File: config.mk
export PLATFORM = sky130hd
export DESIGN_NAME = rf_writeback_seq
export DESIGN_NICKNAME = d
export VERILOG_FILES = /design/src/rtl/rv32_wb_pkg.sv /design/src/rtl/rf_writeback_seq_wb_fifo.sv /design/src/rtl/rf_writeback_seq.sv
export SDC_FILE = /design/constraint.sdc
export NUM_CORES = 1
export LEC_CHECK = 0
export ABC_AREA = 1
export CELL_PAD_IN_SITES_DETAIL_PLACEMENT = 0
export CELL_PAD_IN_SITES_GLOBAL_PLACEMENT = 2
export CORE_UTILIZATION = 30
export CTS_BUF_LIST = sky130_fd_sc_hd__clkbuf_8
export DETAILED_ROUTE_END_ITERATION = 8
export GPL_TIMING_DRIVEN = 0
export PLACE_DENSITY = 0.78
export SLEW_MARGIN = 10
export SYNTH_ARGS = -nofsm -noshare
export SYNTH_HDL_FRONTEND = slang
export SYNTH_SLANG_ARGS = --single-unit
File: constraint.sdc
create_clock -name clk -period 10.7 [get_ports clk]
set_clock_uncertainty 0.1 [all_clocks]
set_input_delay 2.675 -clock clk [delete_from_list [all_inputs] [get_ports clk]]
set_output_delay 2.675 -clock clk [all_outputs]
set_load 0.05 [all_outputs]
File: src/rtl/rv32_wb_pkg.sv
// Shared types and helpers for the RV32I writeback path.
// Contents: load funct3 encodings, the writeback queue entry, and the
// load-data formatter (byte/halfword select plus sign/zero extension).
package rv32_wb_pkg;

    localparam int unsigned WB_XLEN = 32;
    localparam int unsigned REG_AW  = 5;

    localparam logic [2:0] F3_LB  = 3'b000;
    localparam logic [2:0] F3_LH  = 3'b001;
    localparam logic [2:0] F3_LW  = 3'b010;
    localparam logic [2:0] F3_LBU = 3'b100;
    localparam logic [2:0] F3_LHU = 3'b101;

    typedef struct packed {
        logic [REG_AW-1:0]  rd;
        logic [WB_XLEN-1:0] data;
        logic               is_load;
    } wb_entry_t;

    localparam int unsigned WB_ENTRY_W = $bits(wb_entry_t);

    // Extract the addressed byte/halfword from an aligned word and extend it.
    // Unknown funct3 encodings fall back to a full-word load.
    function automatic logic [WB_XLEN-1:0] fmt_load(
        input logic [2:0]         funct3,
        input logic [1:0]         addr_lo,
        input logic [WB_XLEN-1:0] rdata
    );
        logic [7:0]  b;
        logic [15:0] h;
        case (addr_lo)
            2'd0:    b = rdata[7:0];
            2'd1:    b = rdata[15:8];
            2'd2:    b = rdata[23:16];
            default: b = rdata[31:24];
        endcase
        h = addr_lo[1] ? rdata[31:16] : rdata[15:0];
        case (funct3)
            F3_LB:   fmt_load = {{24{b[7]}}, b};
            F3_LBU:  fmt_load = {24'd0, b};
            F3_LH:   fmt_load = {{16{h[15]}}, h};
            F3_LHU:  fmt_load = {16'd0, h};
            default: fmt_load = rdata;
        endcase
    endfunction

endpackage

File: src/rtl/rf_writeback_seq_wb_fifo.sv
// wb_fifo: circular buffer for writeback entries.
// Read/write pointers carry one extra wrap bit so full and empty are
// distinguishable with equal index bits. Flags are registered and follow
// occupancy at the push/pop edge.
// Ports: clk, rst (async, active-high), push/wdata (enqueue), pop/rdata
// (dequeue, rdata = current head), full, empty.
module wb_fifo #(
    parameter int unsigned DEPTH = 4,
    parameter int unsigned W     = 8
) (
    input  logic         clk,
    input  logic         rst,
    input  logic         push,
    input  logic         pop,
    input  logic [W-1:0] wdata,
    output logic [W-1:0] rdata,
    output logic         full,
    output logic         empty
);

    localparam int unsigned AW = $clog2(DEPTH);

    logic [W-1:0] mem_q [DEPTH];
    logic [W-1:0] mem_d [DEPTH];
    logic [AW:0]  wr_ptr_q, wr_ptr_d;
    logic [AW:0]  rd_ptr_q, rd_ptr_d;
    logic         full_q, full_d;
    logic         empty_q, empty_d;
    logic         do_push, do_pop;

    // A push into a full buffer is only legal when the head leaves the same cycle.
    assign do_push = push && (!full_q || pop);
    assign do_pop  = pop && !empty_q;

    // Next pointers, storage and flags.
    always_comb begin
        mem_d    = mem_q;
        wr_ptr_d = wr_ptr_q;
        rd_ptr_d = rd_ptr_q;
        if (do_push) begin
            mem_d[wr_ptr_q[AW-1:0]] = wdata;
            wr_ptr_d = wr_ptr_q + (AW+1)'(1);
        end
        if (do_pop) begin
            rd_ptr_d = rd_ptr_q + (AW+1)'(1);
        end
        empty_d = (wr_ptr_d == rd_ptr_d);
        full_d  = (wr_ptr_d[AW] != rd_ptr_d[AW]) &&
                  (wr_ptr_d[AW-1:0] == rd_ptr_d[AW-1:0]);
    end

    // State register.
    always_ff @(posedge clk or posedge rst) begin
        if (rst) begin
            mem_q    <= '{default: '0};
            wr_ptr_q <= '0;
            rd_ptr_q <= '0;
            full_q   <= 1'b0;
            empty_q  <= 1'b1;
        end else begin
            mem_q    <= mem_d;
            wr_ptr_q <= wr_ptr_d;
            rd_ptr_q <= rd_ptr_d;
            full_q   <= full_d;
            empty_q  <= empty_d;
        end
    end

    assign rdata = mem_q[rd_ptr_q[AW-1:0]];
    assign full  = full_q;
    assign empty = empty_q;

endmodule

File: src/rtl/rf_writeback_seq.sv
// rf_writeback_seq: writeback sequencer for the RV32I register bank.
// Accepts one ALU result or load response per cycle (loads win), formats
// load data, queues entries and drains the head onto the single register
// bank write port, one registered write per cycle. Keeps a pending-load
// scoreboard (busy_mask) for issue stalls.
// Ports:
//   clk, rst (async, active-high)
//   alu_valid/alu_ready/alu_rd/alu_data        ALU result handshake
//   ld_issue/ld_issue_rd                       load issued (scoreboard set)
//   ld_valid/ld_ready/ld_rd/ld_funct3/
//   ld_addr_lo/ld_rdata                        load response handshake
//   rf_we/rf_rd/rf_data                        register bank write port
//   busy_mask                                  registers awaiting load data
//   q_full/q_empty                             queue occupancy flags
// Optional: define RF_WB_FWD_EN to add fwd_valid/fwd_rd/fwd_data, a bypass
// copy of the write port for readers in the write cycle.
module rf_writeback_seq
    import rv32_wb_pkg::*;
#(
    parameter int unsigned DEPTH = 4,
    parameter int unsigned XLEN  = 32
) (
    input  logic            clk,
    input  logic            rst,
    input  logic            alu_valid,
    output logic            alu_ready,
    input  logic [4:0]      alu_rd,
    input  logic [XLEN-1:0] alu_data,
    input  logic            ld_issue,
    input  logic [4:0]      ld_issue_rd,
    input  logic            ld_valid,
    output logic            ld_ready,
    input  logic [4:0]      ld_rd,
    input  logic [2:0]      ld_funct3,
    input  logic [1:0]      ld_addr_lo,
    input  logic [XLEN-1:0] ld_rdata,
    output logic            rf_we,
    output logic [4:0]      rf_rd,
    output logic [XLEN-1:0] rf_data,
    output logic [31:0]     busy_mask,
    output logic            q_full,
    output logic            q_empty
`ifdef RF_WB_FWD_EN
    ,
    output logic            fwd_valid,
    output logic [4:0]      fwd_rd,
    output logic [XLEN-1:0] fwd_data
`endif
);

    wb_entry_t              enq_entry;
    wb_entry_t              head;
    logic [WB_ENTRY_W-1:0]  head_bits;
    logic                   push;
    logic                   pop;

    logic                   rf_we_q, rf_we_d;
    logic [4:0]             rf_rd_q, rf_rd_d;
    logic [XLEN-1:0]        rf_data_q, rf_data_d;
    logic [31:0]            busy_q, busy_d;

    // Load responses have priority over ALU results for the single enqueue slot.
    assign ld_ready  = !q_full;
    assign alu_ready = !q_full && !ld_valid;

    // Build the enqueue entry; x0 destinations are accepted but dropped.
    always_comb begin
        enq_entry = '0;
        push      = 1'b0;
        if (ld_valid && ld_ready) begin
            enq_entry.rd      = ld_rd;
            enq_entry.data    = fmt_load(ld_funct3, ld_addr_lo, ld_rdata);
            enq_entry.is_load = 1'b1;
            push              = (ld_rd != 5'd0);
        end else if (alu_valid && alu_ready) begin
            enq_entry.rd      = alu_rd;
            enq_entry.data    = alu_data;
            enq_entry.is_load = 1'b0;
            push              = (alu_rd != 5'd0);
        end
    end

    wb_fifo #(
        .DEPTH (DEPTH),
        .W     (WB_ENTRY_W)
    ) u_fifo (
        .clk   (clk),
        .rst   (rst),
        .push  (push),
        .pop   (pop),
        .wdata (enq_entry),
        .rdata (head_bits),
        .full  (q_full),
        .empty (q_empty)
    );

    assign head = head_bits;
    assign pop  = !q_empty;

    // Write port and scoreboard next state; a same-cycle issue beats the clear.
    always_comb begin
        rf_we_d   = pop;
        rf_rd_d   = rf_rd_q;
        rf_data_d = rf_data_q;
        busy_d    = busy_q;
        if (pop) begin
            rf_rd_d   = head.rd;
            rf_data_d = head.data;
            if (head.is_load) begin
                busy_d[head.rd] = 1'b0;
            end
        end
        if (ld_issue && (ld_issue_rd != 5'd0)) begin
            busy_d[ld_issue_rd] = 1'b1;
        end
        busy_d[0] = 1'b0;
    end

    // Output and scoreboard registers.
    always_ff @(posedge clk or posedge rst) begin
        if (rst) begin
            rf_we_q   <= 1'b0;
            rf_rd_q   <= '0;
            rf_data_q <= '0;
            busy_q    <= '0;
        end else begin
            rf_we_q   <= rf_we_d;
            rf_rd_q   <= rf_rd_d;
            rf_data_q <= rf_data_d;
            busy_q    <= busy_d;
        end
    end

    assign rf_we     = rf_we_q;
    assign rf_rd     = rf_rd_q;
    assign rf_data   = rf_data_q;
    assign busy_mask = busy_q;

`ifdef RF_WB_FWD_EN
    assign fwd_valid = rf_we_q;
    assign fwd_rd    = rf_rd_q;
    assign fwd_data  = rf_data_q;
`endif

endmodule

-- Yosys cells after proc, flatten, opt, wreduce, memory -nomap -nowiden
Cells that the tools add are included.
- add/sub/neg operators: 2
- magnitude comparators: 7
- eq/ne operators: 8
- muxes and demuxes: 22
- bitwise logic cells: 5
- reductions and logical operators: 18
- operators by type and width (kind ; number):
    $mux 38 ; 5
    $bwmux 152 ; 1
    $pmux 32 s4 ; 1
    $mux 32 ; 3
    $bmux 38 s2 ; 1
    $demux 38 s2 ; 1
    $and 32x32->32 ; 1
    $not 32->32 ; 1
    $or 32x32->32 ; 1
    $pmux 8 s3 ; 1
    $mux 16 ; 1
    $reduce_bool 5->1 ; 3
    $lt 5x6->1 const B ; 2
    $demux 1 s5 ; 2
    $ge 5x1->1 const B ; 2
    $logic_and 1x1->1 ; 9
    $add 3x1->3 const B ; 2
    $eq 3x3->1 const B ; 2
    $ge 3x3->1 const B ; 2
    $mux 3 ; 2
    $not 2->3 ; 2
    $mux 1 ; 4
    $eq 3x1->1 const B ; 1
    $eq 3x3->1 ; 1
    other kinds (9) ; 11
- register bits: 229
- input bits: 89
- output and inout port bits: 74
- logic and storage cells: 74

-- Depth between registers and ports, before layout
Gate-level depths: netlist of run 1.
- word-level depth: 14
- mapped depth: 11
- gate-level depth less buffers: 11

-- Modules after synthesis
From an unflattened synthesis of run 1, not the netlist that was laid out.
- cell total of the unflattened synthesis: 1378
- area total of the unflattened synthesis: 11153.2 um2
- by module, submodules not included (module ; times used ; cells each ; area an instance (um2) ; sequential area each (um2)):
    wb_fifo ; 1 ; 818 ; 7288.2 ; 4005.1
    rf_writeback_seq ; 1 ; 560 ; 3865.0 ; 1726.7

-- Worst setup path after synthesis of run 1
OpenSTA, ideal clock, no wires.
- path kind: in2out
- start point: input ld_valid
- end point: output alu_ready
- data arrival time: 3.119 ns
- data required time: 7.925 ns
- slack: 4.806 ns
- stages on the path: 1
- buffers on the path: 0
- cell sequence: nor2_2
- word-level cells in the longest chain between the ends: 2
- ends and longest elaborated chain (what ; line ; source):
    start: declaration ; rf_writeback_seq.sv:31 ; input logic ld_valid,
    $logic_not 1->1 ; rf_writeback_seq.sv:64 ; assign alu_ready = !q_full && !ld_valid;
    $logic_and 1x1->1 ; rf_writeback_seq.sv:64 ;
    end: declaration ; rf_writeback_seq.sv:26 ; output logic alu_ready,
No other way between the ends.

-- Worst setup path after layout of run 1
Same ends and word-level chain as after synthesis.

==> results of run 1 <==
[per-layer routing]
metal | track usage (%) | part of all wire [%]
met1 | 28.2 | 46
met2 | 34.5 | 45
met3 | 3.99 | 5.9
met4 | 6.74 | 2.6
met5 | 0 | 0
[report_power, final]
group	switching, mW	total (mW)	internal, mW	leakage (nW)
Clock	0.383	0.857	0.473	0.506
Combinational	1.45	2.13	0.679	3.75
Sequential	0.202	1.46	1.26	2.82
Total	2.04	4.45	2.41	7.08
[worst min-delay path by stage]
stage                   endpoint  slack, ns
2_1_floorplan  u_fifo.mem_q[120]       0.34
3_3_place_gp   u_fifo.mem_q[102]       0.36
3_5_place_dp    u_fifo.mem_q[21]       0.36
4_1_cts         u_fifo.mem_q[85]       0.38
5_1_grt         u_fifo.mem_q[68]       0.39
6_report        u_fifo.mem_q[88]       0.37
[flip-flops by register name, summed over array words and instances (netlist names)]
name,flops
u_fifo.mem_q,152
rf_we,1
rf_rd,5
u_fifo.full,1
u_fifo.empty,1
u_fifo.rd_ptr_q,3
busy_mask,31
rf_data,32
u_fifo.wr_ptr_q,3
[cell usage after synthesis (7+ instances only)]
master,n
sky130_fd_sc_hd__inv_1,69
sky130_fd_sc_hd__buf_2,26
sky130_fd_sc_hd__nand3_1,64
sky130_fd_sc_hd__nor3_1,7
sky130_fd_sc_hd__o21ai_1,20
sky130_fd_sc_hd__inv_2,8
sky130_fd_sc_hd__buf_6,11
sky130_fd_sc_hd__nor2_1,173
sky130_fd_sc_hd__dfrtp_1,228
sky130_fd_sc_hd__a21oi_1,12
sky130_fd_sc_hd__o21ai_0,113
sky130_fd_sc_hd__nand2_1,621
sky130_fd_sc_hd__a31oi_1,48
sky130_fd_sc_hd__o211ai_1,12
sky130_fd_sc_hd__clkbuf_1,23
sky130_fd_sc_hd__buf_1,10
[metrics by stage]
stage / hold WS [ns] / power [mW] / cell area (um^2)
finish: 0.370 / 4.45 / 14400
global route: 0.392 / 4.78 / 14400
CTS: 0.375 / 4.50 / 14400
detailed placement: 0.360 / 3.62 / 13500
global placement: 0.356 / 3.60 / 13400
floorplan: 0.344 / 2.86 / 11200
[cells by family (layout without fill, tap and decap cells)]
logic type | count (synthesis) | count (layout)
AND/OR/NAND/NOR | 884 | 884
flip-flops | 229 | 229
AO/OA/AOI/OAI | 214 | 214
buffers and inverters | 154 | 393
adder cells (fa/ha/maj) | 5 | 5
XOR/XNOR | 3 | 3
other | 1 | 1
[worst max-delay path: stages]
cell and delay [ns]:
sky130_fd_sc_hd__clkdlybuf4s50_1 0.43, sky130_fd_sc_hd__nor2_2 0.12, sky130_fd_sc_hd__clkdlybuf4s50_1 0.81
[layout make-up]
cell class	count	area [um^2]	area share [%]
inverter	78	303	2.11
tap	468	586	4.08
sequential	229	5730	39.9
buffer	76	423	2.94
clock inverter	19	80.1	0.557
clock buffer	57	785	5.46
timing repair buffer	163	1670	11.6
multi-input combinational	1107	4790	33.3
==> impl_metrics.prom, run 1 <==
# TYPE chip_impl_metric gauge
chip_impl_metric{name="yosys-mux-area-fraction",unit="%"} 0
chip_impl_metric{name="finish.utilization",unit="%"} 39.1
chip_impl_metric{name="power-per-cell-area",unit="nW/um^2"} 310
chip_impl_metric{name="clk-insertion-delay-late",unit="ns"} 0.57
chip_impl_metric{name="place.detailed.hpwl",unit="um"} 28300
chip_impl_info{name="final_common_cell",value="sky130_fd_sc_hd__nand2_1"} 1
chip_impl_metric{name="slew_worst_pin",unit="ns"} 0.913
chip_impl_info{name="hold_path.class",value="reg2reg"} 1
chip_impl_info{name="setup_repair_after_global_routing_missed_its_margin",value="false"} 1
chip_impl_metric{name="cts_post_setup_buffers_inserted",unit=""} 0
chip_impl_metric{name="numClockSinks",unit=""} 229
chip_impl_metric{name="die_outline_area",unit="um^2"} 38200
chip_impl_metric{name="num_io_pins",unit=""} 163
chip_impl_metric{name="initial_antenna_violation_count",unit=""} 0
chip_impl_metric{name="first_iteration_detailed_routing_drc_count",unit=""} 673
chip_impl_metric{name="routed_wirelength",unit="um"} 39600
chip_impl_metric{name="holdBufCountCts",unit=""} 0
chip_impl_metric{name="hold_viol_final",unit=""} 0
chip_impl_metric{name="row_count",unit=""} 70
chip_impl_metric{name="final_critical_path_setup_slack",unit="ns"} 3.88
chip_impl_metric{name="synth.yosys.warnings",unit=""} 0
chip_impl_metric{name="routedWlPerCell",unit="um"} 18.0
chip_impl_metric{name="worstPathRequired",unit="ns"} 7.93
chip_impl_metric{name="relSlewSlack",unit="%"} 39.1
chip_impl_metric{name="synthesis.area_per_instance",unit="um^2"} 7.54
chip_impl_metric{name="fin_crit_sh",unit="%"} 63.7
chip_impl_metric{name="post_detailed_route_drc_marker_count",unit=""} 0
chip_impl_metric{name="antenna-diode-count",unit=""} 0
chip_impl_info{name="cp-startpoint",value="ld_valid"} 1
chip_impl_metric{name="worst_ep_arrival_time",unit="ns"} 4.04
chip_impl_metric{name="synthesis.instances",unit=""} 1490
chip_impl_metric{name="synth_top_area_share",unit="%"} 50.8
chip_impl_metric{name="clk_pin_slew",unit="ns"} 0.05
chip_impl_metric{name="timing.reg2reg.setup_slack",unit="ns"} 8.38
chip_impl_metric{name="syn_nets",unit=""} 1584
chip_impl_metric{name="cts_resized",unit=""} 0
chip_impl_info{name="synth_area_leader",value="sky130_fd_sc_hd__dfrtp_1"} 1
chip_impl_info{name="rr_startpoint",value="u_fifo.empty"} 1
chip_impl_metric{name="global_route_wire_length_before_repair",unit="um"} 61800
chip_impl_metric{name="gr-usage-all-layers",unit="%"} 21.2
chip_impl_info{name="postSynth.topFlopCell",value="sky130_fd_sc_hd__dfrtp_1"} 1
chip_impl_metric{name="number_of_search_and_repair_iterations_in_the_first_detailed_routing_pass",unit=""} 5
chip_impl_metric{name="antenna_violating_nets_remaining",unit=""} 0
chip_impl_metric{name="crit_path_time_final",unit="ns"} 6.82
chip_impl_info{name="cts_tree",value="done"} 1
chip_impl_metric{name="drv.max_cap_violation_count",unit=""} 0
chip_impl_metric{name="global_route.overflow_total",unit=""} 0
chip_impl_metric{name="static-leakage-power",unit="nW"} 7.08
chip_impl_metric{name="setup-violations-final",unit=""} 0
chip_impl_metric{name="clock_tree.htree_level_count",unit=""} 2
chip_impl_info{name="crit_path_end",value="alu_ready"} 1
chip_impl_metric{name="synth_compound_area_share",unit="%"} 10.6
chip_impl_metric{name="routed_via_count",unit=""} 10500
chip_impl_metric{name="post_drt_via_cell_ratio",unit=""} 4.78
chip_impl_metric{name="detailedPlace.worstSlack",unit="ns"} 3.88
chip_impl_metric{name="area_delta_synth_final",unit="%"} 27.8
chip_impl_metric{name="place.gp.congestion",unit=""} 0.818
chip_impl_metric{name="floorplan.initialDensity",unit="%"} 30.6
chip_impl_info{name="cts_root_buffer",value="sky130_fd_sc_hd__clkbuf_8"} 1
chip_impl_metric{name="post_synth_fa_ha_maj_area_fraction",unit="%"} 0.557
chip_impl_metric{name="post_synth_num_cell_types",unit=""} 33
chip_impl_info{name="criticalPathCategory",value="in2out"} 1
chip_impl_metric{name="drv_slew",unit=""} 0
chip_impl_metric{name="worst-r2r-cell-count",unit=""} 4
chip_impl_metric{name="post_route_cells_drive_above_1_share",unit="%"} 8.16
chip_impl_metric{name="die_width",unit="um"} 196
chip_impl_metric{name="die_height",unit="um"} 196
chip_impl_metric{name="netlist_area",unit="um^2"} 11200
chip_impl_info{name="run_status",value="complete, no violations"} 1
chip_impl_metric{name="final_cells",unit=""} 2197
chip_impl_metric{name="sequential_share_of_the_synthesized_area",unit="%"} 51.0
chip_impl_metric{name="tritoncts.num_buffers",unit=""} 44
chip_impl_metric{name="core_outline_area",unit="um^2"} 36700
chip_impl_info{name="most-common-layout-cells",value="sky130_fd_sc_hd__nand2_1, sky130_fd_sc_hd__dfrtp_1, sky130_fd_sc_hd__nor2_1"} 1
chip_impl_info{name="hold_path_startpoint",value="u_fifo.mem_q[88]"} 1
chip_impl_metric{name="cts_max_path_buffers",unit=""} 3
chip_impl_metric{name="synth_edf_count",unit=""} 0
chip_impl_metric{name="nFillCells",unit=""} 3920
chip_impl_metric{name="max_clock_freq",unit="MHz"} 147
chip_impl_metric{name="numPortBuffers",unit=""} 161
chip_impl_metric{name="postSynthRegisterBits",unit=""} 229
chip_impl_metric{name="path_max_fanout",unit=""} 2
chip_impl_info{name="end_kind",value="primary output"} 1
chip_impl_metric{name="place.detailed.instances",unit=""} 2121
chip_impl_info{name="critPathLaunchType",value="input port"} 1
chip_impl_metric{name="design.final.nets",unit=""} 1793
chip_impl_info{name="crit-reg2reg-capture",value="rf_data[11]"} 1
chip_impl_metric{name="first_global_vias",unit=""} 10600
chip_impl_metric{name="synth_simple_gate_area_share",unit="%"} 31.2
chip_impl_metric{name="synth-xor-area-share",unit="%"} 0.234
chip_impl_metric{name="whs_path_cells",unit=""} 2
chip_impl_metric{name="vdd.ir_drop.worst",unit="uV"} 110
chip_impl_metric{name="ys_async_sr_fraction",unit="%"} 100
chip_impl_info{name="dominant_combinational_cell_family_by_area_after_synthesis",value="simple AND/OR/NAND/NOR gates"} 1
chip_impl_metric{name="totalNegativeSetupSlack",unit="ns"} 0
chip_impl_metric{name="pin_count_of_the_biggest_net_entering_global_routing",unit=""} 107
chip_impl_info{name="synth.top_cells.by_area",value="sky130_fd_sc_hd__dfrtp_1, sky130_fd_sc_hd__nand2_1, sky130_fd_sc_hd__nor2_1"} 1
(Power assumes the default switching activity.)
==> inputs of run 2 (changes only) <==
Clock period 10.7 ns to 6.43 ns, I/O delays scaled along.
==> impl_metrics.prom, run 2 (same netlist as run 1, synthesis figures left out) <==
# TYPE chip_impl_metric gauge
chip_impl_info{name="run_status",value="complete, no violations"} 1
chip_impl_info{name="cts_tree",value="done"} 1
chip_impl_metric{name="place.detailed.hpwl",unit="um"} 29000
chip_impl_metric{name="die_outline_area",unit="um^2"} 38200
chip_impl_info{name="hold_path.class",value="reg2reg"} 1
chip_impl_metric{name="routed_wirelength",unit="um"} 40000
chip_impl_info{name="final_common_cell",value="sky130_fd_sc_hd__nand2_1"} 1
chip_impl_metric{name="timing.reg2reg.setup_slack",unit="ns"} 4.05
chip_impl_metric{name="total_power",unit="mW"} 7.32
chip_impl_metric{name="numPortBuffers",unit=""} 161
chip_impl_metric{name="max_clock_freq",unit="MHz"} 213
chip_impl_metric{name="path_max_fanout",unit=""} 2
chip_impl_info{name="crit_path_cell_trace",value="clkdlybuf4s50_1, nor2_2, clkdlybuf4s50_1"} 1
chip_impl_metric{name="post_route_worst_hold_slack",unit="ns"} 0.372
chip_impl_metric{name="die_height",unit="um"} 196
chip_impl_metric{name="numClockSinks",unit=""} 229
chip_impl_metric{name="nFillCells",unit=""} 3942
chip_impl_metric{name="global_route_wire_length_before_repair",unit="um"} 62300
chip_impl_metric{name="largest_register_ff_count",unit=""} 152
chip_impl_metric{name="crit_path_time_final",unit="ns"} 4.70
chip_impl_metric{name="static-leakage-power",unit="nW"} 7.09
chip_impl_metric{name="slew_worst_pin",unit="ns"} 0.893
chip_impl_metric{name="global_route.overflow_total",unit=""} 0
chip_impl_metric{name="gr-usage-all-layers",unit="%"} 21.4
chip_impl_info{name="hold_path_startpoint",value="u_fifo.mem_q[90]"} 1
chip_impl_metric{name="holdBufCountCts",unit=""} 0
chip_impl_info{name="crit-reg2reg-capture",value="rf_data[9]"} 1
chip_impl_metric{name="core_outline_area",unit="um^2"} 36700
chip_impl_info{name="min_to",value="u_fifo.mem_q[90]"} 1
chip_impl_metric{name="cts_resized",unit=""} 0
chip_impl_metric{name="number_of_search_and_repair_iterations_in_the_first_detailed_routing_pass",unit=""} 7
chip_impl_info{name="critical-path-top-delay-family",value="buffers and inverters"} 1
chip_impl_info{name="critPathLaunchType",value="input port"} 1
chip_impl_metric{name="whs_path_cells",unit=""} 2
chip_impl_metric{name="setup-violations-final",unit=""} 0
chip_impl_metric{name="antenna-diode-count",unit=""} 0
chip_impl_metric{name="place.gp.congestion",unit=""} 0.850
chip_impl_metric{name="vdd.ir_drop.worst",unit="uV"} 144
chip_impl_info{name="crit_path_top_delay_cell",value="sky130_fd_sc_hd__clkdlybuf4s50_1"} 1
chip_impl_metric{name="final_cells",unit=""} 2201
chip_impl_info{name="timing.critical_path.mode_cell",value="sky130_fd_sc_hd__clkdlybuf4s50_1"} 1
chip_impl_metric{name="drv_slew",unit=""} 0
chip_impl_metric{name="place_area",unit="um^2"} 13600
chip_impl_info{name="registers.top_by_ff_count",value="u_fifo.mem_q"} 1
chip_impl_info{name="cts_root_buffer",value="sky130_fd_sc_hd__clkbuf_8"} 1
chip_impl_metric{name="cpPeakStageDelay",unit="ns"} 0.82
chip_impl_metric{name="drv.max_cap_violation_count",unit=""} 0
chip_impl_metric{name="cts_max_path_buffers",unit=""} 3
chip_impl_metric{name="first_iteration_detailed_routing_drc_count",unit=""} 660
chip_impl_metric{name="row_count",unit=""} 70
chip_impl_metric{name="relSlewSlack",unit="%"} 40.5
chip_impl_metric{name="clock_tree.htree_level_count",unit=""} 2
chip_impl_metric{name="place.detailed.instances",unit=""} 2126
chip_impl_metric{name="cts_post_setup_buffers_inserted",unit=""} 0
chip_impl_info{name="rr_startpoint",value="u_fifo.rd_ptr_q[0]"} 1
chip_impl_metric{name="pin_count_of_the_biggest_net_entering_global_routing",unit=""} 37
chip_impl_metric{name="stdcell_area",unit="um^2"} 14400
chip_impl_metric{name="first_global_vias",unit=""} 10700
chip_impl_metric{name="post_drt_via_cell_ratio",unit=""} 4.76
chip_impl_metric{name="num_io_pins",unit=""} 163
chip_impl_info{name="setup_repair_after_global_routing_missed_its_margin",value="false"} 1
chip_impl_info{name="criticalPathCategory",value="in2out"} 1
chip_impl_metric{name="initial_antenna_violation_count",unit=""} 0
chip_impl_metric{name="area_delta_synth_final",unit="%"} 27.8
chip_impl_metric{name="die_width",unit="um"} 196
chip_impl_metric{name="fin_crit_sh",unit="%"} 73.1
chip_impl_metric{name="clk-insertion-delay-late",unit="ns"} 0.57
chip_impl_metric{name="critPathBufInv",unit=""} 2
chip_impl_metric{name="floorplan.initialDensity",unit="%"} 30.6
chip_impl_metric{name="post_route_cells_drive_above_1_share",unit="%"} 7.96
chip_impl_metric{name="antenna_violating_nets_remaining",unit=""} 0
chip_impl_metric{name="tritoncts.num_buffers",unit=""} 43
chip_impl_metric{name="power-per-cell-area",unit="nW/um^2"} 510
chip_impl_metric{name="worst-r2r-cell-count",unit=""} 6
chip_impl_metric{name="routed_via_count",unit=""} 10500
chip_impl_metric{name="hold_viol_final",unit=""} 0
chip_impl_metric{name="design.final.nets",unit=""} 1797
chip_impl_metric{name="worstPathRequired",unit="ns"} 4.72
chip_impl_info{name="most-common-layout-cells",value="sky130_fd_sc_hd__nand2_1, sky130_fd_sc_hd__dfrtp_1, sky130_fd_sc_hd__nor2_1"} 1
chip_impl_metric{name="worst_ep_arrival_time",unit="ns"} 2.99
chip_impl_metric{name="routedWlPerCell",unit="um"} 18.2
chip_impl_info{name="end_kind",value="primary output"} 1
chip_impl_metric{name="clk_pin_slew",unit="ns"} 0.05
chip_impl_metric{name="post_detailed_route_drc_marker_count",unit=""} 0
==> run 2: cell types whose count changed in the layout (fill, tap and decap cells not counted), sizes merged <==
cell / before / now
inv: 94 / 100
clkinv: 3 / 2
clkinvlp: 0 / 2
buf: 55 / 60
clkbuf: 80 / 72
==> run 2: power breakdown <==
part,leakage (nW),switching [mW],internal [mW]
Sequential,2.82,0.337,2.09
Clock,0.482,0.639,0.691
Combinational,3.79,2.43,1.14
Total,7.09,3.40,3.92
==> run 2: worst max path at each step <==
stage	from	endpoint	cells past startpoint
6_report	ld_valid	alu_ready	3
5_1_grt	ld_valid	alu_ready	3
4_1_cts	ld_valid	alu_ready	3
3_5_place_dp	ld_valid	alu_ready	3
3_3_place_gp	rst	rf_data[13]	2
2_1_floorplan	rst	busy_mask[10]	1
==> run 2: layout make-up <==
| class | instances | area (um^2) | share of cell area (%) |
|---|---|---|---|
| clock inverters | 26 | 109 | 0.758 |
| repair buffers | 168 | 1750 | 12.2 |
| well taps | 468 | 586 | 4.08 |
| inverters | 78 | 299 | 2.08 |
| flip-flops and latches | 229 | 5730 | 39.9 |
| multi-input cells | 1107 | 4790 | 33.3 |
| clock buffers | 49 | 674 | 4.70 |
| plain buffers | 76 | 423 | 2.94 |
==> run 2: worst reg2reg max path, delay by kind of cell (launching register included) <==
family | cells | cell delay [ns]
buf+inv | 4 | 1.42
compound gates | 2 | 0.38
flops | 1 | 0.43
==> run 2: metrics by stage <==
step           setup slack (ns)  setup TNS [ns]  utilization (%)
2_1_floorplan              1.73               0                -
3_3_place_gp             -0.351          -72.44             36.6
3_5_place_dp               1.72               0             37.0
4_1_cts                    1.72               0             39.1
5_1_grt                    1.70               0             39.1
6_report                   1.73               0             39.1
==> run 2: routing by layer <==
layer	up-vias	track usage (%)	routed length (um)
met5	-	0	0
met2	286	35.2	18400
met1	4967	28.5	18400
met3	64	4.01	2140
met4	0	6.62	946
li1	5157	-	-
==> inputs of run 3 (changes only) <==
Clock period 6.43 ns to 4.6 ns, I/O delays scaled along.
==> results of run 3 <==
The final DEF is identical to that of run 2. Status: complete, no violations.
Main changes from that run: setup slack after placement 1.72 ns -> 0.808 ns; setup slack after layout 1.73 ns -> 0.815 ns; register-to-register setup slack 4.05 ns -> 2.22 ns; total power 7.32 mW -> 10.2 mW; worst IR drop on VDD 144 uV -> 202 uV
